`src/rtl/axi_beat_pkg.sv`:
```
// rtl/axi_beat_pkg.sv - burst encodings, FSM state type and next-beat address function
package axi_beat_pkg;

  localparam logic [1:0] BURST_FIXED = 2'b00;
  localparam logic [1:0] BURST_INCR  = 2'b01;
  localparam logic [1:0] BURST_WRAP  = 2'b10;

  typedef enum logic {
    ST_IDLE  = 1'b0,
    ST_BURST = 1'b1
  } state_t;

  // Works on a 64-bit container; addr_width masks the result so INCR rolls over modulo 2^addr_width.
  function automatic logic [63:0] next_beat_addr(
    input logic [63:0]  addr,
    input logic [7:0]   len,
    input logic [2:0]   size,
    input logic [1:0]   burst,
    input int unsigned  addr_width
  );
    logic [63:0] bytes;
    logic [63:0] aligned;
    logic [63:0] incr;
    logic [63:0] wrap_bytes;
    logic [63:0] wrap_base;
    logic [63:0] amask;
    logic [63:0] res;
    logic        wrap_ok;
    bytes      = 64'd1 << size;
    aligned    = addr & ~(bytes - 64'd1);
    incr       = aligned + bytes;
    wrap_bytes = ({56'd0, len} + 64'd1) << size;
    wrap_base  = addr & ~(wrap_bytes - 64'd1);
    wrap_ok    = (len == 8'd1) || (len == 8'd3) || (len == 8'd7) || (len == 8'd15);
    amask      = (addr_width >= 32'd64) ? '1 : ((64'd1 << addr_width) - 64'd1);
    case (burst)
      BURST_FIXED: res = addr;
      BURST_WRAP:  res = wrap_ok ? (wrap_base | (incr & (wrap_bytes - 64'd1))) : incr;
      default:     res = incr;
    endcase
    return res & amask;
  endfunction

endpackage

```
`src/rtl/axi_beat_addr_calc.sv`:
```
// rtl/axi_beat_addr_calc.sv - combinational next-beat address for AR/AW beat generators
module axi_beat_addr_calc
  import axi_beat_pkg::*;
#(
  parameter int ADDR_WIDTH = 32
) (
  input  logic [ADDR_WIDTH-1:0] addr,
  input  logic [7:0]            len,
  input  logic [2:0]            size,
  input  logic [1:0]            burst,
  output logic [ADDR_WIDTH-1:0] next_addr
);

  assign next_addr = ADDR_WIDTH'(next_beat_addr(64'(addr), len, size, burst, ADDR_WIDTH));

endmodule

```
`src/rtl/axi_ar_beat_gen.sv`:
```
// rtl/axi_ar_beat_gen.sv - expands one AR request at a time into per-beat addresses
module axi_ar_beat_gen
  import axi_beat_pkg::*;
#(
  parameter int ID_WIDTH   = 4,
  parameter int ADDR_WIDTH = 32,
  parameter int USER_WIDTH = 6
) (
  input  logic                  clk_i,
  input  logic                  rst_i,
  input  logic                  ar_valid_i,
  input  logic [ADDR_WIDTH-1:0] ar_addr_i,
  input  logic [7:0]            ar_len_i,
  input  logic [2:0]            ar_size_i,
  input  logic [1:0]            ar_burst_i,
  input  logic [ID_WIDTH-1:0]   ar_id_i,
  input  logic [USER_WIDTH-1:0] ar_user_i,
  output logic                  ar_ready_o,
  output logic                  beat_valid_o,
  output logic [ADDR_WIDTH-1:0] beat_addr_o,
  output logic [ID_WIDTH-1:0]   beat_id_o,
  output logic [USER_WIDTH-1:0] beat_user_o,
  output logic                  beat_last_o,
  input  logic                  beat_ready_i
);

  state_t                state_q;
  state_t                state_d;
  logic                  rst_q;
  logic [ADDR_WIDTH-1:0] addr_q;
  logic [7:0]            len_q;
  logic [2:0]            size_q;
  logic [1:0]            burst_q;
  logic [ID_WIDTH-1:0]   id_q;
  logic [USER_WIDTH-1:0] user_q;
  logic [7:0]            cnt_q;
  logic [ADDR_WIDTH-1:0] next_addr;
  logic                  ar_fire;
  logic                  beat_fire;

  axi_beat_addr_calc #(
    .ADDR_WIDTH(ADDR_WIDTH)
  ) u_addr_calc (
    .addr      (addr_q),
    .len       (len_q),
    .size      (size_q),
    .burst     (burst_q),
    .next_addr (next_addr)
  );

  // ar_ready_o decodes only state and the registered reset flag, never beat_ready_i.
  always_comb begin
    state_d      = state_q;
    ar_ready_o   = 1'b0;
    beat_valid_o = 1'b0;
    beat_last_o  = 1'b0;
    case (state_q)
      ST_IDLE: begin
        ar_ready_o = ~rst_q;
        if (ar_valid_i && !rst_q) begin
          state_d = ST_BURST;
        end
      end
      ST_BURST: begin
        beat_valid_o = 1'b1;
        beat_last_o  = (cnt_q == len_q);
        if (beat_ready_i && (cnt_q == len_q)) begin
          state_d = ST_IDLE;
        end
      end
    endcase
  end

  assign ar_fire   = ar_valid_i & ar_ready_o;
  assign beat_fire = beat_valid_o & beat_ready_i;

  always_ff @(posedge clk_i) begin
    rst_q <= rst_i;
    if (rst_i) begin
      state_q <= ST_IDLE;
      addr_q  <= '0;
      len_q   <= '0;
      size_q  <= '0;
      burst_q <= '0;
      id_q    <= '0;
      user_q  <= '0;
      cnt_q   <= '0;
    end else begin
      state_q <= state_d;
      if (ar_fire) begin
        addr_q  <= ar_addr_i;
        len_q   <= ar_len_i;
        size_q  <= ar_size_i;
        burst_q <= ar_burst_i;
        id_q    <= ar_id_i;
        user_q  <= ar_user_i;
        cnt_q   <= '0;
      end else if (beat_fire && !beat_last_o) begin
        cnt_q  <= cnt_q + 8'd1;
        addr_q <= next_addr;
      end
    end
  end

  assign beat_addr_o = addr_q;
  assign beat_id_o   = id_q;
  assign beat_user_o = user_q;

endmodule
```
`config.mk`:
```
export PLATFORM = sky130hd
export DESIGN_NAME = axi_ar_beat_gen
export DESIGN_NICKNAME = d
export VERILOG_FILES = /design/src/rtl/axi_beat_pkg.sv /design/src/rtl/axi_beat_addr_calc.sv /design/src/rtl/axi_ar_beat_gen.sv
export SDC_FILE = /design/constraint.sdc
export NUM_CORES = 1
export LEC_CHECK = 0
export CORE_UTILIZATION = 25
export DETAILED_ROUTE_END_ITERATION = 6
export GPL_ROUTABILITY_DRIVEN = 0
export PLACE_DENSITY_LB_ADDON = 0.05
export SYNTH_ARGS = -nofsm -noshare
export SYNTH_HDL_FRONTEND = slang
export SYNTH_SLANG_ARGS = --single-unit
```
`constraint.sdc`:
```
create_clock -name clk_i -period 4.6 [get_ports clk_i]
set_input_delay 0.46 -clock clk_i [delete_from_list [all_inputs] [get_ports clk_i]]
set_output_delay 0.46 -clock clk_i [all_outputs]
set_load 0.01 [all_outputs]
```
==> flow_summary.yaml <==
hold_path:
  worstHoldPathType: "flop to flop"
logic_synthesis:
  syn_nets: 754
  synthCells: 686
  synth.distinct_cells: 87
  ys.flop_type: "dfxtp_1"
  ys_warn_count: 0
  synth_edf_count: 0
  ys_ff_latch: 65
  syn_area_um2: 5136
  ys_seq_area_frac: 0.2533
  avgSynthCellArea_um2: 7.487
  synth-async-reset-ratio: 0
sta:
  finalCritPeriodShare: 0.8469
  setup_viol: 0
  slew_violations: 0
  fmax_ghz: 0.2567
  rsz0062_at_grt: "no"
  max_slew_margin: 0.4954
  final_hold_viol_count: 0
  period_minus_slack_ns: 3.896
  tightest_slew_ns: 0.7534
  skew_ns: 0.01135
  setup_tns_ns: 0
cts:
  clk_path_buf_depth: 2
  post-cts-setup-buffers: 0
  cts_tree: "yes"
  htree_levels: 3
  numClockSinks: 65
  post_cts_resized: 0
  clkSlewWorstSetupHoldPaths_ns: 0.07
  clockRootBuffer: "clkbuf_16"
  cts_hold_buf: 0
  clock_latency_ns: 0.35
  cts-buffers-inserted: 9
route:
  vias: 5526
  wl_um: 19160
  wl_per_cell_um: 18.46
  postRouteAntennaNets: 0
  drc_errors: 0
  vias_per_cell: 5.324
  drtIter0Drc: 339
  drt-pass1-iter-count: 7
setup_path:
  required_ns: 4.85
  end_kind: "flop"
  cp_slowest_stage_delay_ns: 0.71
  path_max_fanout: 18
  cpMaxStageDelayCell: "dfxtp_1"
  critical_path_class: "flop to flop"
  cp_cell_sequence: "ha_1 -> and3_1 -> mux2_4 -> a31oi_2 -> nand3_2 -> or4b_4 -> o21ai_4 -> o21ai_1 -> a32o_1"
  critical_path_arrival_ns: 4.15
  critPathLaunchType: "flop"
place:
  dpl_cell_area_um2: 6320
  io_buffers: 103
  dp_hpwl_um: 13770
layout:
  stdcell_area_um2: 6631
  final_cell_mix: "nand2_1 (109), clkdlybuf4s50_1 (102), dfxtp_1 (65), a21oi_1 (60), nor2_1 (59)"
  nets: 831
  antenna_cells: 0
  drive_gt1_frac: 0.07682
  layout_commonest_cell: "nand2_1"
  area_delta_synth_final_pct: 29.11
grt:
  antenna_found_initial: 1
  grt_pass1_wl_um: 30440
  grt_use_total: 0.1831
  grt_overflow_total: 0
  grt_max_degree: 64
  grt_pass1_vias: 5488
pwr:
  powerDensity_nw_per_um2: 270.2
  p_leak_nw: 2.292
  vdd_drop_max_mv: 0.2202
floorplan:
  initial_core_util: 0.2547
  design.core.area_um2: 20170
  io_pins: 104
  dieHeight_um: 145.3
  rows: 52
  die_area_um2: 21120
  die_x_um: 145.3
run:
  cap_violations: 0
run_status:
  outcome: "finished, final reports clean"
==> cell type report <==
| type | count | area [um^2] |
|---|---|---|
| Clock buffer | 9 | 225.2 |
| Timing Repair Buffer | 115 | 1116 |
| Multi-Input combinational cell | 557 | 3508 |
| Clock inverter | 7 | 86.33 |
| Tap cell | 270 | 337.8 |
| Sequential cell | 65 | 1301 |
| Inverter | 15 | 56.30 |
| Fill cell | 2189 | 13540 |
==> where the power goes <==
group | switching [mW] | internal, mW | total [mW]
logic | 0.201 | 0.184 | 0.385
registers | 0.0541 | 0.594 | 0.648
clock network | 0.326 | 0.433 | 0.759
total | 0.581 | 1.21 | 1.79
==> metal layers <==
metal | wire length (um) | global-route usage | up-vias | share of wire
met5 | 0 | 0 | - | 0
met4 | 400 | 0.06684 | 0 | 0.021
met3 | 1126 | 0.04483 | 29 | 0.059
met2 | 8557 | 0.2853 | 185 | 0.45
met1 | 9077 | 0.2445 | 2642 | 0.47
li1 | - | - | 2670 | -
==> kinds of logic after synthesis <==
logic type	after synthesis	share of synthesized area
AOI/OAI and AO/OA	200	0.2794
DFF	65	0.2533
adders and majority gates	9	0.02192
xor gates and xnor gates	39	0.06650
buffers and inverters	64	0.06431
and+or+nand+nor	292	0.2799
muxes	17	0.03459
==> stage by stage <==
| step | hold slack [ns] | total power [mW] | setup slack [ns] | cells | util |
|---|---|---|---|---|---|
| after floorplan | 0.4393 | 0.8747 | 1.314 | 686 | - |
| after global placement | 0.4443 | 1.045 | 0.8081 | 1022 | 0.3133 |
| after detailed placement | 0.4486 | 1.046 | 0.7320 | 1022 | 0.3133 |
| after CTS | 0.4605 | 1.815 | 0.7100 | 1038 | 0.3288 |
| after global routing | 0.4731 | 1.878 | 0.4025 | 1038 | 0.3288 |
| final | 0.4568 | 1.792 | 0.7043 | 1038 | 0.3288 |
==> critical path, delay by kind of cell (launching register included) <==
family | cells | cell delay (ns)
AO/OA/AOI/OAI | 4 | 1.19
AND/OR/NAND/NOR | 3 | 1.05
flip-flops | 1 | 0.71
adder cells (fa/ha/maj) | 1 | 0.49
multiplexers | 1 | 0.34
==> worst paths after layout <==
| path | from | end | slack [ns] | cells past startpoint |
|---|---|---|---|---|
| setup reg to reg | len_q[0] | flop | 0.70 | 9 |
| hold / removal | beat_user_o[5] | beat_user_o[5] | 0.46 | 2 |
| hold reg to reg | beat_user_o[5] | beat_user_o[5] | 0.46 | 2 |
| setup / recovery | len_q[0] | flop | 0.70 | 9 |
==> synth_stat cells (all sizes together), types with 4 or more instances <==
master	count	share of area
nand2	110	0.080
dfxtp	65	0.25
a21oi	63	0.064
nor2	61	0.047
o21ai	41	0.042
nand3	33	0.034
xor2	26	0.044
clkbuf	25	0.018
buf	24	0.035
inv	15	0.011
mux2i	14	0.027
nand4	13	0.019
xnor2	13	0.022
nor4	12	0.015
and3	10	0.012
ha	9	0.022
a31oi	8	0.012
nand2b	8	0.0097
nor2b	8	0.0097
nor3	8	0.0078
o31ai	8	0.012
a211oi	7	0.012
o211ai	7	0.010
o22ai	7	0.0085
a32o	5	0.010
and2	5	0.0061
and4	5	0.0090
or3	5	0.0061
a2111oi	4	0.0080
o41ai	4	0.012
Note: power is estimated with default switching activity, not from simulation.
==> patch: new RTL, same flow settings <==
The parameter `ID_WIDTH` goes from 4 to 6.
--- a/src/rtl/axi_ar_beat_gen.sv
+++ b/src/rtl/axi_ar_beat_gen.sv
@@ -3,5 +3,5 @@
   import axi_beat_pkg::*;
 #(
-  parameter int ID_WIDTH   = 4,
+  parameter int ID_WIDTH   = 6,
   parameter int ADDR_WIDTH = 32,
   parameter int USER_WIDTH = 6
Interface: changed (resized ar_id_i and beat_id_o); port bits go from 104 to 108. No check against the original RTL was run, so the function may have changed too.
==> patch against the unedited design <==
  * Area after synthesis up 2.1%
  * Die area up 2.1%
  * Setup slack better by 0.074 ns
  * Routed wire length up 1.8%
  * Sequential cell count up 2
  * Combinational power down 3%
  * Power down 0.57%
  * Final area up 2.9%
  * Critical path type unchanged
==> patch: results (changes against the unedited design) <==
result of the run completed; placed instance count 1046 (+2.3%); detail-routed via count per cell 5.34 (+0.39%); antenna violations before repair 0 (-1); routed wire length per instance 18.4 um (-0.45%); count of different cell masters after synthesis 79 (-9.2%); wire length of the first global-routing pass 31200 um (+2.4%); worst slew pin tran 0.880 ns (+0.127 ns); worst supply voltage drop on vdd 0.168 mV (-24%); Port Buffer Count 107 (+3.9%); synthesized netlist net count 779 (+3.3%); post-place setup slack 0.771 ns (+0.0387 ns); maximum fanout along the worst path 10 (-8); Critical Path Source size_q[0]; Post-Synth XOR/XNOR Area 5.49% (-1.2 points); logic depth of the worst register-to-register path 11 (+2); biggest area contributors in the synthesized netlist dfxtp_1, a21oi_1, nand2_1; static leakage power 0.00234 uW (+2.1%); slack of the worst reg-to-reg path 0.78 ns (+0.07 ns); Post-Synthesis Cells 709 (+3.4%); detailed placer's ending HPWL 14000 um (+2.0%); Arrival @ worst endpoint 4.08 ns (-0.07 ns); minimum clock period after layout 3.82 ns (-0.0745 ns); clock skew 0.0120 ns (+0.000618 ns); iteration-0 DRC count of the detailed router 310 (-8.6%); Seq/Total Area, Yosys 25.6% (+0.24 points); first drt pass iteration count 5 (-2); synth cell count leaders nand2_1, a21oi_1, dfxtp_1, nor2_1, clkbuf_1; kind of cell adding the most delay to the critical path simple AND/OR/NAND/NOR gates; fraction of the mapped netlist area in adder cells 2.15% (-0.045 points); share of the synthesized area in compound gates (AO/OA/AOI/OAI) 30.2% (+2.3 points); total via count in the routed design 5676 (+2.7%); overall fraction of global-route tracks in use 18.4% (+0.098 points)
==> patch: through the flow <==
step / hold WS (ns) / area (um2)
6_report: 0.460 / 6820
5_1_grt: 0.485 / 6820
4_1_cts: 0.461 / 6820
3_5_place_dp: 0.448 / 6500
3_3_place_gp: 0.443 / 6500
2_1_floorplan: 0.454 / 5240
==> patch: power breakdown <==
group / switching [uW] / internal (uW)
combinational: 200 / 173
clock: 304 / 458
sequential: 42.6 / 605
==> patch: cell families (layout without fill, tap and decap cells) <==
kind of cell | count (synthesis) | after routing
mux | 9 | 9
compound gates | 224 | 224
fa+ha+maj | 9 | 9
xor+xnor | 32 | 32
simple gates | 290 | 290
buf+inv | 78 | 161
flops | 67 | 67
==> patch: worst min-delay path by stage <==
stage,from,endpoint,slack (ns),cells after the start
global placement,beat_user_o[3],beat_user_o[3],0.44,2
detailed placement,beat_user_o[4],beat_user_o[4],0.45,2
global route,beat_id_o[0],beat_id_o[0],0.49,2
floorplan,burst_q[1],burst_q[1],0.45,2
CTS,beat_id_o[4],beat_id_o[4],0.46,2
finish,beat_id_o[4],beat_id_o[4],0.46,2
==> patch: routing by layer <==
metal  vias to the layer above  wire length, um  track usage (%)
li1                       2780                -                -
met1                      2706             9280             24.6
met2                       161             8740             29.2
met3                        29             1050             3.66
met4                         0              452             6.72
met5                         -                0                0
==> patch: cell type report <==
type | count | area (um2)
timing repair buffer | 121 | 1170
fill | 2231 | 13600
inverter | 24 | 90.1
clock inverter | 5 | 65.1
sequential | 67 | 1340
clock buffer | 11 | 253
multi-input combinational | 564 | 3560
tap | 270 | 338
